--- src/rtl/softmax_stream.sv ---
// Streaming softmax: loads N signed logits, turns max-subtracted differences into exponentials
// via a 256-entry LUT, accumulates their sum, then divides each term serially (one quotient bit
// per cycle) and streams the N probabilities out under valid/ready.
// Optional feature: define SOFTMAX_ARGMAX_EN to add the out_argmax port and its register.
module softmax_stream #(
  parameter int unsigned N    = 10,
  parameter int unsigned IW   = 16,
  parameter int unsigned FRAC = 8,
  parameter int unsigned OW   = 16
) (
  input  logic          clk,
  input  logic          rst,
  input  logic          in_valid,
  input  logic [IW-1:0] in_data,
  output logic          in_ready,
  output logic          out_valid,
  output logic [OW-1:0] out_data,
  output logic          out_last,
  input  logic          out_ready
`ifdef SOFTMAX_ARGMAX_EN
  ,
  output logic [$clog2(N)-1:0] out_argmax
`endif
);

  localparam int unsigned CW  = $clog2(N);
  localparam int unsigned SW  = OW + CW;
  localparam int unsigned BW  = (IW > OW) ? IW : OW;
  localparam int unsigned DW  = IW + 1;
  localparam int unsigned DCW = $clog2(OW);
  localparam logic [DW-1:0] DLim = DW'(16) << FRAC;

  localparam logic [1:0] StLoad = 2'd0;
  localparam logic [1:0] StExp  = 2'd1;
  localparam logic [1:0] StDiv  = 2'd2;
  localparam logic [1:0] StOut  = 2'd3;

  // round((2^OW-1) * exp(-j/16)) in Q60 integer arithmetic, evaluated at elaboration only
  function automatic logic [OW-1:0] exp_lut(input int unsigned j);
    logic [127:0] one, term, pos, neg, base, res;
    one  = 128'd1 << 60;
    term = one;
    pos  = one;
    neg  = '0;
    for (int k = 1; k < 24; k++) begin
      term = term / (128'd16 * 128'(k));
      if ((k % 2) == 1) neg = neg + term;
      else pos = pos + term;
    end
    base = pos - neg;
    res  = one;
    for (int b = 0; b < 8; b++) begin
      if (j[b]) res = (res * base) >> 60;
      base = (base * base) >> 60;
    end
    return OW'((res * ((128'd1 << OW) - 128'd1) + (128'd1 << 59)) >> 60);
  endfunction

  logic [OW-1:0] lut [256];
  for (genvar g = 0; g < 256; g++) begin : g_lut
    localparam logic [OW-1:0] LutVal = exp_lut(g);
    assign lut[g] = LutVal;
  end

  logic [1:0]           st_q, st_d;
  logic [CW-1:0]        cnt_q, cnt_d, cnt_inc;
  logic signed [IW-1:0] max_q, max_d;
  logic [CW-1:0]        arg_q, arg_d;
  logic [SW-1:0]        sum_q, sum_d;
  logic [SW-1:0]        rem_q, rem_d;
  logic [OW-1:0]        quo_q, quo_d;
  logic [DCW-1:0]       dcnt_q, dcnt_d;
  logic [BW-1:0]        mem_q [N];
  logic [BW-1:0]        mem_d [N];
  logic                 in_ready_q, in_ready_d;
  logic                 out_valid_q, out_valid_d;
  logic [OW-1:0]        out_data_q, out_data_d;
  logic                 out_last_q, out_last_d;
  logic [CW-1:0]        argmax_q, argmax_d;

  logic [IW-1:0]        cur;
  logic [DW-1:0]        diff;
  logic [OW-1:0]        e;
  logic [SW:0]          rem2;
  logic                 ge;
  logic [SW-1:0]        rem_nxt;
  logic [OW-1:0]        quo_nxt;

  // Next-state logic: load/max tracking, LUT exponentials, restoring divide, output handshake
  always_comb begin
    st_d        = st_q;
    cnt_d       = cnt_q;
    max_d       = max_q;
    arg_d       = arg_q;
    sum_d       = sum_q;
    rem_d       = rem_q;
    quo_d       = quo_q;
    dcnt_d      = dcnt_q;
    mem_d       = mem_q;
    out_valid_d = out_valid_q;
    out_data_d  = out_data_q;
    out_last_d  = out_last_q;
    argmax_d    = argmax_q;
    cnt_inc     = cnt_q + 1'b1;

    // d = max - x is never negative; anything at or beyond 16.0 underflows the LUT to zero
    cur     = mem_q[cnt_q][IW-1:0];
    diff    = {max_q[IW-1], max_q} - {cur[IW-1], cur};
    e       = (diff >= DLim) ? '0 : lut[diff[FRAC+3:FRAC-4]];

    // e <= sum always holds, so e == sum saturates naturally to all ones
    rem2    = {rem_q, 1'b0};
    ge      = rem2 >= {1'b0, sum_q};
    rem_nxt = ge ? SW'(rem2 - {1'b0, sum_q}) : SW'(rem2);
    quo_nxt = {quo_q[OW-2:0], ge};

    unique case (st_q)
      StLoad: begin
        if (in_valid && in_ready_q) begin
          mem_d[cnt_q] = BW'(in_data);
          // strict compare keeps the lowest index on ties
          if (cnt_q == '0 || $signed(in_data) > max_q) begin
            max_d = $signed(in_data);
            arg_d = cnt_q;
          end
          if (cnt_q == CW'(N - 1)) begin
            st_d     = StExp;
            cnt_d    = '0;
            sum_d    = '0;
            argmax_d = arg_d;
          end else begin
            cnt_d = cnt_inc;
          end
        end
      end
      StExp: begin
        mem_d[cnt_q] = BW'(e);
        sum_d        = sum_q + SW'(e);
        if (cnt_q == CW'(N - 1)) begin
          st_d   = StDiv;
          cnt_d  = '0;
          rem_d  = SW'(mem_q[0][OW-1:0]);
          dcnt_d = '0;
        end else begin
          cnt_d = cnt_inc;
        end
      end
      StDiv: begin
        rem_d  = rem_nxt;
        quo_d  = quo_nxt;
        dcnt_d = dcnt_q + 1'b1;
        if (dcnt_q == DCW'(OW - 1)) begin
          st_d        = StOut;
          out_valid_d = 1'b1;
          out_data_d  = quo_nxt;
          out_last_d  = (cnt_q == CW'(N - 1));
        end
      end
      StOut: begin
        if (out_ready) begin
          out_valid_d = 1'b0;
          if (cnt_q == CW'(N - 1)) begin
            st_d  = StLoad;
            cnt_d = '0;
          end else begin
            st_d   = StDiv;
            cnt_d  = cnt_inc;
            rem_d  = SW'(mem_q[cnt_inc][OW-1:0]);
            dcnt_d = '0;
          end
        end
      end
      default: st_d = StLoad;
    endcase

    in_ready_d = (st_d == StLoad);
  end

  // Control and datapath registers with synchronous reset
  always_ff @(posedge clk) begin
    if (rst) begin
      st_q        <= StLoad;
      cnt_q       <= '0;
      max_q       <= '0;
      arg_q       <= '0;
      sum_q       <= '0;
      rem_q       <= '0;
      quo_q       <= '0;
      dcnt_q      <= '0;
      in_ready_q  <= 1'b0;
      out_valid_q <= 1'b0;
      out_data_q  <= '0;
      out_last_q  <= 1'b0;
      argmax_q    <= '0;
    end else begin
      st_q        <= st_d;
      cnt_q       <= cnt_d;
      max_q       <= max_d;
      arg_q       <= arg_d;
      sum_q       <= sum_d;
      rem_q       <= rem_d;
      quo_q       <= quo_d;
      dcnt_q      <= dcnt_d;
      in_ready_q  <= in_ready_d;
      out_valid_q <= out_valid_d;
      out_data_q  <= out_data_d;
      out_last_q  <= out_last_d;
      argmax_q    <= argmax_d;
    end
  end

  // Vector buffer: deliberately not reset, every slot is rewritten before it is read
  always_ff @(posedge clk) begin
    mem_q <= mem_d;
  end

  assign in_ready  = in_ready_q;
  assign out_valid = out_valid_q;
  assign out_data  = out_data_q;
  assign out_last  = out_last_q;

`ifdef SOFTMAX_ARGMAX_EN
  assign out_argmax = argmax_q;
`else
  logic unused_argmax;
  assign unused_argmax = ^argmax_q;
`endif

endmodule

--- config.mk ---
export PLATFORM = sky130hd
export DESIGN_NAME = softmax_stream
export DESIGN_NICKNAME = d
export VERILOG_FILES = /design/src/rtl/softmax_stream.sv
export SDC_FILE = /design/constraint.sdc
export NUM_CORES = 1
export LEC_CHECK = 0
export ABC_CLOCK_PERIOD_IN_PS = 17000
export CELL_PAD_IN_SITES_DETAIL_PLACEMENT = 0
export CELL_PAD_IN_SITES_GLOBAL_PLACEMENT = 1
export CORE_UTILIZATION = 28
export CTS_CLUSTER_DIAMETER = 120
export DETAILED_ROUTE_END_ITERATION = 10
export PLACE_DENSITY = 0.49
export SYNTH_ARGS = -nofsm -noshare
export SYNTH_HDL_FRONTEND = slang
export SYNTH_SLANG_ARGS = --single-unit
--- constraint.sdc ---
create_clock -name clk -period 17 [get_ports clk]
set_clock_uncertainty 0.05 [all_clocks]
set_input_delay 3.4 -clock clk [delete_from_list [all_inputs] [get_ports clk]]
set_output_delay 3.4 -clock clk [all_outputs]
set_load 0.02 [all_outputs]
==> results.txt <==
----------------------------------------------------
[Finish]
  Register Area ... 6810 um2
  Signed area change from the synthesized netlist to the final layout ... 12.9%
  Final cell count without fillers ... 2867
  Layout net count ... 2090
  Share of layout cells above drive strength 1 ... 12.6%
  Filler cells ... 6831
  Area of the multi-input gates ... 11000 um2

[Detailed routing]
  Detailed-route wire length ... 74100 um
  First DRT Iteration DRCs ... 1444
  DR WL/cell ... 25.8 um
  Antenna-violating nets left ... 0
  Drt via density ... 5.80
  Count of unresolved DRC violations after routing ... 0
  1st-pass router iterations ... 6
  Total via count in the routed design ... 16618

[CTS]
  Clock tree from TritonCTS ... built
  Hold-fix buffers at CTS ... 0
  Master cell of the clock root buffer ... sky130_fd_sc_hd__clkbuf_16
  Post-CTS clock slew at the launch and capture registers of the worst setup and hold paths ... 50 ps
  Clk buf depth ... 3
  TritonCTS sink count ... 260
  Post-cts repair resize count ... 0
  Post-CTS setup repair buffer count ... 0
  Num CTS Buffers ... 35
  Clock network latency to the later pin of the worst-skew pair ... 540 ps
  Maximum level of the CTS H-tree ... 2

[Placed design]
  Final HPWL DP ... 52300 um
  Port Buffer Count ... 38
  Placed cell count ... 2804
  Setup WS pre-CTS ... 7550 ps
  Gp weighted congestion ... 0.905

[Floorplan]
  Cell Rows ... 94
  Die area ... 67600 um2
  Die span in y ... 260 um
  Core ar. ... 65700 um2
  Die outline width ... 260 um
  I/O pin cnt ... 39
  Effective utilization at floorplan ... 28.3%

[Timing]
  Number of pins exceeding their max-slew limit in the final report ... 0
  Final worst-path cycle share ... 57.1%
  Worst hold margin ... 402 ps
  Fmax achieved ... 0.103 GHz
  Post-Route Setup TNS ... 0 ps
  Worst-margin pin slew ... 1180 ps
  Final critical-path setup slack ... 7300 ps
  Final Hold Violating Endpoints ... 0
  Setup repair after global routing missed its margin ... no
  Finish-stage setup viols ... 0
  Final Critical Period ... 9700 ps
  Max-slew headroom at the worst pin ... 21.5%

[Power and ir drop]
  Overall power of the completed layout ... 1990 uW
  Power density over the cells ... 94.6 nW/um2
  Leakage component of the power ... 0.00700 uW
  IR drop worst, VDD ... 58.4 uV

[Run status]
  Result of the run ... completed

[Setup path]
  Worst Path Arrival ... 10040 ps
  Capturing point of the worst reg2reg path ... sum_q[18]$_SDFFE_PP0P_
  Dominant delay contributor by cell family on the critical path ... compound AO/OA/AOI/OAI gates
  Worst Path Buf+Inv ... 5
  Worst Path Required ... 17340 ps
  Worst r2r path cells ... 29
  CP Capture Type ... register
  Critical R2R Launch ... cnt_q[3]$_SDFFE_PP0P_
  FF-to-FF setup slack ... 7300 ps
  Largest fanout on the critical path ... 54
  Classification of the worst setup path ... reg -> reg
  Most repeated library cell on the critical path ... sky130_fd_sc_hd__a21oi_1
  Startpoint types ... register
  Critical Path Max Stage Delay ... 940 ps
  Slowest cell on crit path ... sky130_fd_sc_hd__nor2_1

[Global routing]
  Congestion Overflow GR ... 0
  Via count of the first global-routing pass ... 16240
  First-pass GRT wire length ... 109000 um
  Largest net degree at the start of global routing ... 56
  Total Routing Usage GR ... 21.6%
  Antenna violations before repair ... 1

[Synthesis]
  Warnings, synthesis ... 0
  Top_reg_cell synth ... sky130_fd_sc_hd__edfxtp_1
  Cell type with the highest aggregate area in the netlist ... sky130_fd_sc_hd__edfxtp_1
  Top cells by instance count after synthesis ... sky130_fd_sc_hd__nor2_1 (263), sky130_fd_sc_hd__nand2_1 (184), sky130_fd_sc_hd__edfxtp_1 (160)
  Cell with the most instances after synthesis ... sky130_fd_sc_hd__nor2_1
  Post-synth design cell area ... 18600 um2
  Synth top area cells ... sky130_fd_sc_hd__edfxtp_1 (26%), sky130_fd_sc_hd__dfxtp_1 (11%), sky130_fd_sc_hd__mux4_2 (7.7%)
  Number of instances in the synthesized netlist ... 1997
  Async set-reset flop share out of synthesis ... 0%
  Mean Syn Cell Area ... 9.33 um2
  Synthesized net count ... 2110
  Sequential element share of the synthesized area ... 36.5%
  Number of unique standard cell types used by synthesis ... 92
  Number of register bits inferred by synthesis ... 260
  Count of flip-flops with a built-in enable after synthesis ... 160
  Share of the synthesized area in the top cell type ... 25.8%

[Hold path]
  Worst Hold Path EP ... out_data[4]$_SDFFE_PP0P_
  Min-Delay Startpoint ... out_data[4]$_SDFFE_PP0P_
  Min-Delay Path Depth ... 2
  Path class of the lowest-slack min-delay path ... reg -> reg

[Job]
  Count of max-cap constraint violations ... 0

----------------------------------------------------
[stage by stage]
stage	area, um2	utilization [%]
floorplan	18600	-
global placement	19900	30.3
detailed placement	19900	30.3
CTS	21000	32.0
global route	21000	32.0
finish	21000	32.0
[how the worst max path moves through the flow]
stage                     startpoint                     end  slack (ps)  depth (start not counted)
6_report       cnt_q[3]$_SDFFE_PP0P_  sum_q[18]$_SDFFE_PP0P_        7300                         29
3_3_place_gp   cnt_q[3]$_SDFFE_PP0P_  sum_q[18]$_SDFFE_PP0P_        7530                         29
3_5_place_dp   cnt_q[3]$_SDFFE_PP0P_  sum_q[18]$_SDFFE_PP0P_        7550                         30
2_1_floorplan  cnt_q[0]$_SDFFE_PP0P_  sum_q[18]$_SDFFE_PP0P_        9040                         32
4_1_cts        cnt_q[3]$_SDFFE_PP0P_  sum_q[18]$_SDFFE_PP0P_        7500                         30
5_1_grt        cnt_q[3]$_SDFFE_PP0P_  sum_q[16]$_SDFFE_PP0P_        6720                         30
[routing by layer]
metal	GRT usage [%]	up-vias	part of all wire, %
met5	0	-	0
met4	7.08	0	3.2
met3	3.78	128	6.3
met2	35.3	587	47
met1	28.8	8309	44
li1	-	7594	-
[kinds of logic after synthesis]
family | share of synthesized area [%]
AO/OA/AOI/OAI | 23.3
XOR/XNOR | 1.41
adder cells (fa/ha/maj) | 6.42
buffers and inverters | 4.82
flip-flops | 36.5
multiplexers | 12.1
AND/OR/NAND/NOR | 15.4
[cell usage in the layout, fill, tap and decap left out, types with 16 or more instances in the layout]
master,instances
sky130_fd_sc_hd__nor2_1,263
sky130_fd_sc_hd__nand2_1,183
sky130_fd_sc_hd__edfxtp_1,160
sky130_fd_sc_hd__a21oi_1,119
sky130_fd_sc_hd__dfxtp_1,98
sky130_fd_sc_hd__ha_1,89
sky130_fd_sc_hd__o21ai_0,78
sky130_fd_sc_hd__mux4_2,64
sky130_fd_sc_hd__inv_1,63
sky130_fd_sc_hd__buf_4,61
sky130_fd_sc_hd__mux2i_1,60
sky130_fd_sc_hd__nand3_1,57
sky130_fd_sc_hd__o22ai_1,56
sky130_fd_sc_hd__nor3_1,48
sky130_fd_sc_hd__clkdlybuf4s50_1,37
sky130_fd_sc_hd__a22oi_1,36
sky130_fd_sc_hd__clkbuf_16,35
sky130_fd_sc_hd__o211ai_1,31
sky130_fd_sc_hd__a211oi_1,29
sky130_fd_sc_hd__a21o_1,27
sky130_fd_sc_hd__mux2_2,19
sky130_fd_sc_hd__o21a_1,18
sky130_fd_sc_hd__a2bb2oi_1,17
sky130_fd_sc_hd__a31oi_1,17
sky130_fd_sc_hd__a221oi_1,16
[worst register-to-register path, delay by kind of cell, from the launching register on]
kind                       cells  cell delay, ps
and+or+nand+nor                6            2270
DFF                            1             440
buffers and inverters          5            2070
AOI/OAI and AO/OA             15            3860
adders and majority gates      3             870
[power by group]
group	switching, uW	internal [uW]	leakage, uW
clock network	293	430	0.000529
registers	8.92	670	0.00232
logic	409	179	0.00415
total	711	1280	0.00700
[final cells by class]
class / instances / share of cell area (%)
diodes: 1 / 0.0119
clock buffers: 44 / 4.39
clock inverters: 18 / 0.803
inverters: 66 / 1.18
multi-input cells: 1516 / 52.2
flip-flops and latches: 260 / 32.4
well taps: 864 / 5.14
repair buffers: 98 / 3.94
[sequential cells by signal, indices dropped and copies added, names as in the netlist]
name       cells
rem_q         20
sum_q         20
out_data      16
quo_q         15
in_ready       1
out_last       1
cnt_q          4
dcnt_q         4
st_q           2
mem_q        160
max_q         16
out_valid      1
Note: power is estimated with default switching activity, not from simulation.
==> variant, RTL diff (config.mk and constraints unchanged) <==
Make the reset (`rst`) asynchronous in one clocked block. Comments in the files are not updated.
--- a/src/rtl/softmax_stream.sv
+++ b/src/rtl/softmax_stream.sv
@@ -178,5 +178,5 @@
 
   // Control and datapath registers with synchronous reset
-  always_ff @(posedge clk) begin
+  always_ff @(posedge clk or posedge rst) begin
     if (rst) begin
       st_q        <= StLoad;
Function: differs if rst is asserted again (counterexample within 4 cycles, from zero or initial values and one cycle with rst high); with rst held inactive, the same outputs for 4 cycles.
==> variant against the unedited design <==
Design area increased by 1.3%; sequential share of layout area increased by 1.9 points; maximum frequency increased by 2.3%; synthesized area increased by 1.4%; utilization increased by 0.19 points; worst setup slack improved by 220 ps; final cell count decreased by 3.5%; wire length increased by 4.5%; sequential cell count unchanged; hold slack improved by 25 ps; critical endpoint is now sum_q[17]$_DFFE_PP0P_; largest cell class unchanged.
Power is not shown: default switching activity piles up to over one toggle a cycle in this logic, so the estimate is an artifact.
==> variant: results (changes against the unedited design) <==
run_status:
  status: "complete, no violations"  # unchanged
yosys:
  synthCells: 1899  # was 1997
  ys_types: 96  # was 92
  synth_area_leaders: "edfxtp_1 25%, dfrtp_1 13%, mux4_2 7.6%"  # was edfxtp_1 26%, dfxtp_1 11%, mux4_2 7.7%
  ys_seq_area_share_pct: 38.7  # was 36.5%
  synthMuxAreaShare_pct: 13.7  # was 12.1%
  synth_nets: 2012  # was 2110
  synth_fa_ha_area_share_pct: 6.28  # was 6.42%
placed_design:
  place.gp.congestion: 0.887  # was 0.905
  post_dp_cell_area_um2: 20300  # was 19900 um2
  dp_cells: 2709  # was 2804
final_layout:
  inv_count: 64  # was 66
  signal_buffers: 90  # was 98
  final_area_um2: 21300  # was 21000 um2
  nFillCells: 6795  # was 6831
  stdcell_count: 2767  # was 2867
  multi_input_area_um2: 10800  # was 11000 um2
  drive_gt1_share_pct: 14.1  # was 12.6%
  clock_buffers: 42  # was 44
  antenna_cells: 0  # was 1
  clock_area_share_pct: 4.92  # was 5.19%
setup_path:
  ff2ff_setup_slack_ps: 7520  # was 7300 ps
  worstPathArrival_ps: 9860  # was 10040 ps
  endpoint: "sum_q[17]$_DFFE_PP0P_"  # was sum_q[18]$_SDFFE_PP0P_
  critPathLaunch: "cnt_q[0]$_DFFE_PP0P_"  # was cnt_q[3]$_SDFFE_PP0P_
  critPathSlowestCell: "dfrtp_4"  # was nor2_1
grt:
  grt_pass1_wl_um: 114000  # was 109000 um
  use_met2_pct: 36.6  # was 35.3%
  grt_pass1_vias: 16300  # was 16.2k
detailed_routing:
  wl_met1_um: 33900  # was 32300 um
  via_per_inst: 5.99  # was 5.80
  routedWlPerCell_um: 28.0  # was 25.8 um
  wl_met3_um: 5520  # was 4670 um
cts:
  cts_buffers: 34  # was 35
timing:
  fin_crit_sh_pct: 55.8  # was 57.1%
  timing.hold.ws_ps: 427  # was 402 ps
variant: changes by cell type after synthesis, sizes merged, moves of 11 or more:
cell	delta
a21oi	-21
dfrtp	+100
nand2	-35
o211ai	-11
a22oi	-33
o22ai	+33
nor2	-84
mux2i	+19
mux2	+13
a2bb2oi	-15
o22a	+15
dfxtp	-100
clkbuf	-12
variant: logic make-up (layout without fill, tap and decap cells):
kind of cell,Yosys count,in the layout
AOI/OAI and AO/OA,567,567
and+or+nand+nor,567,567
DFF,260,260
buffers and inverters,208,212
muxes,175,175
adders and majority gates,93,93
xor gates and xnor gates,29,29
variant: critical path: cells and delay by family (launching register included):
family / cells / cell delay (ps)
and+or+nand+nor: 5 / 910
adders and majority gates: 3 / 1130
AOI/OAI and AO/OA: 15 / 4540
muxes: 2 / 730
buffers and inverters: 3 / 1140
DFF: 1 / 720
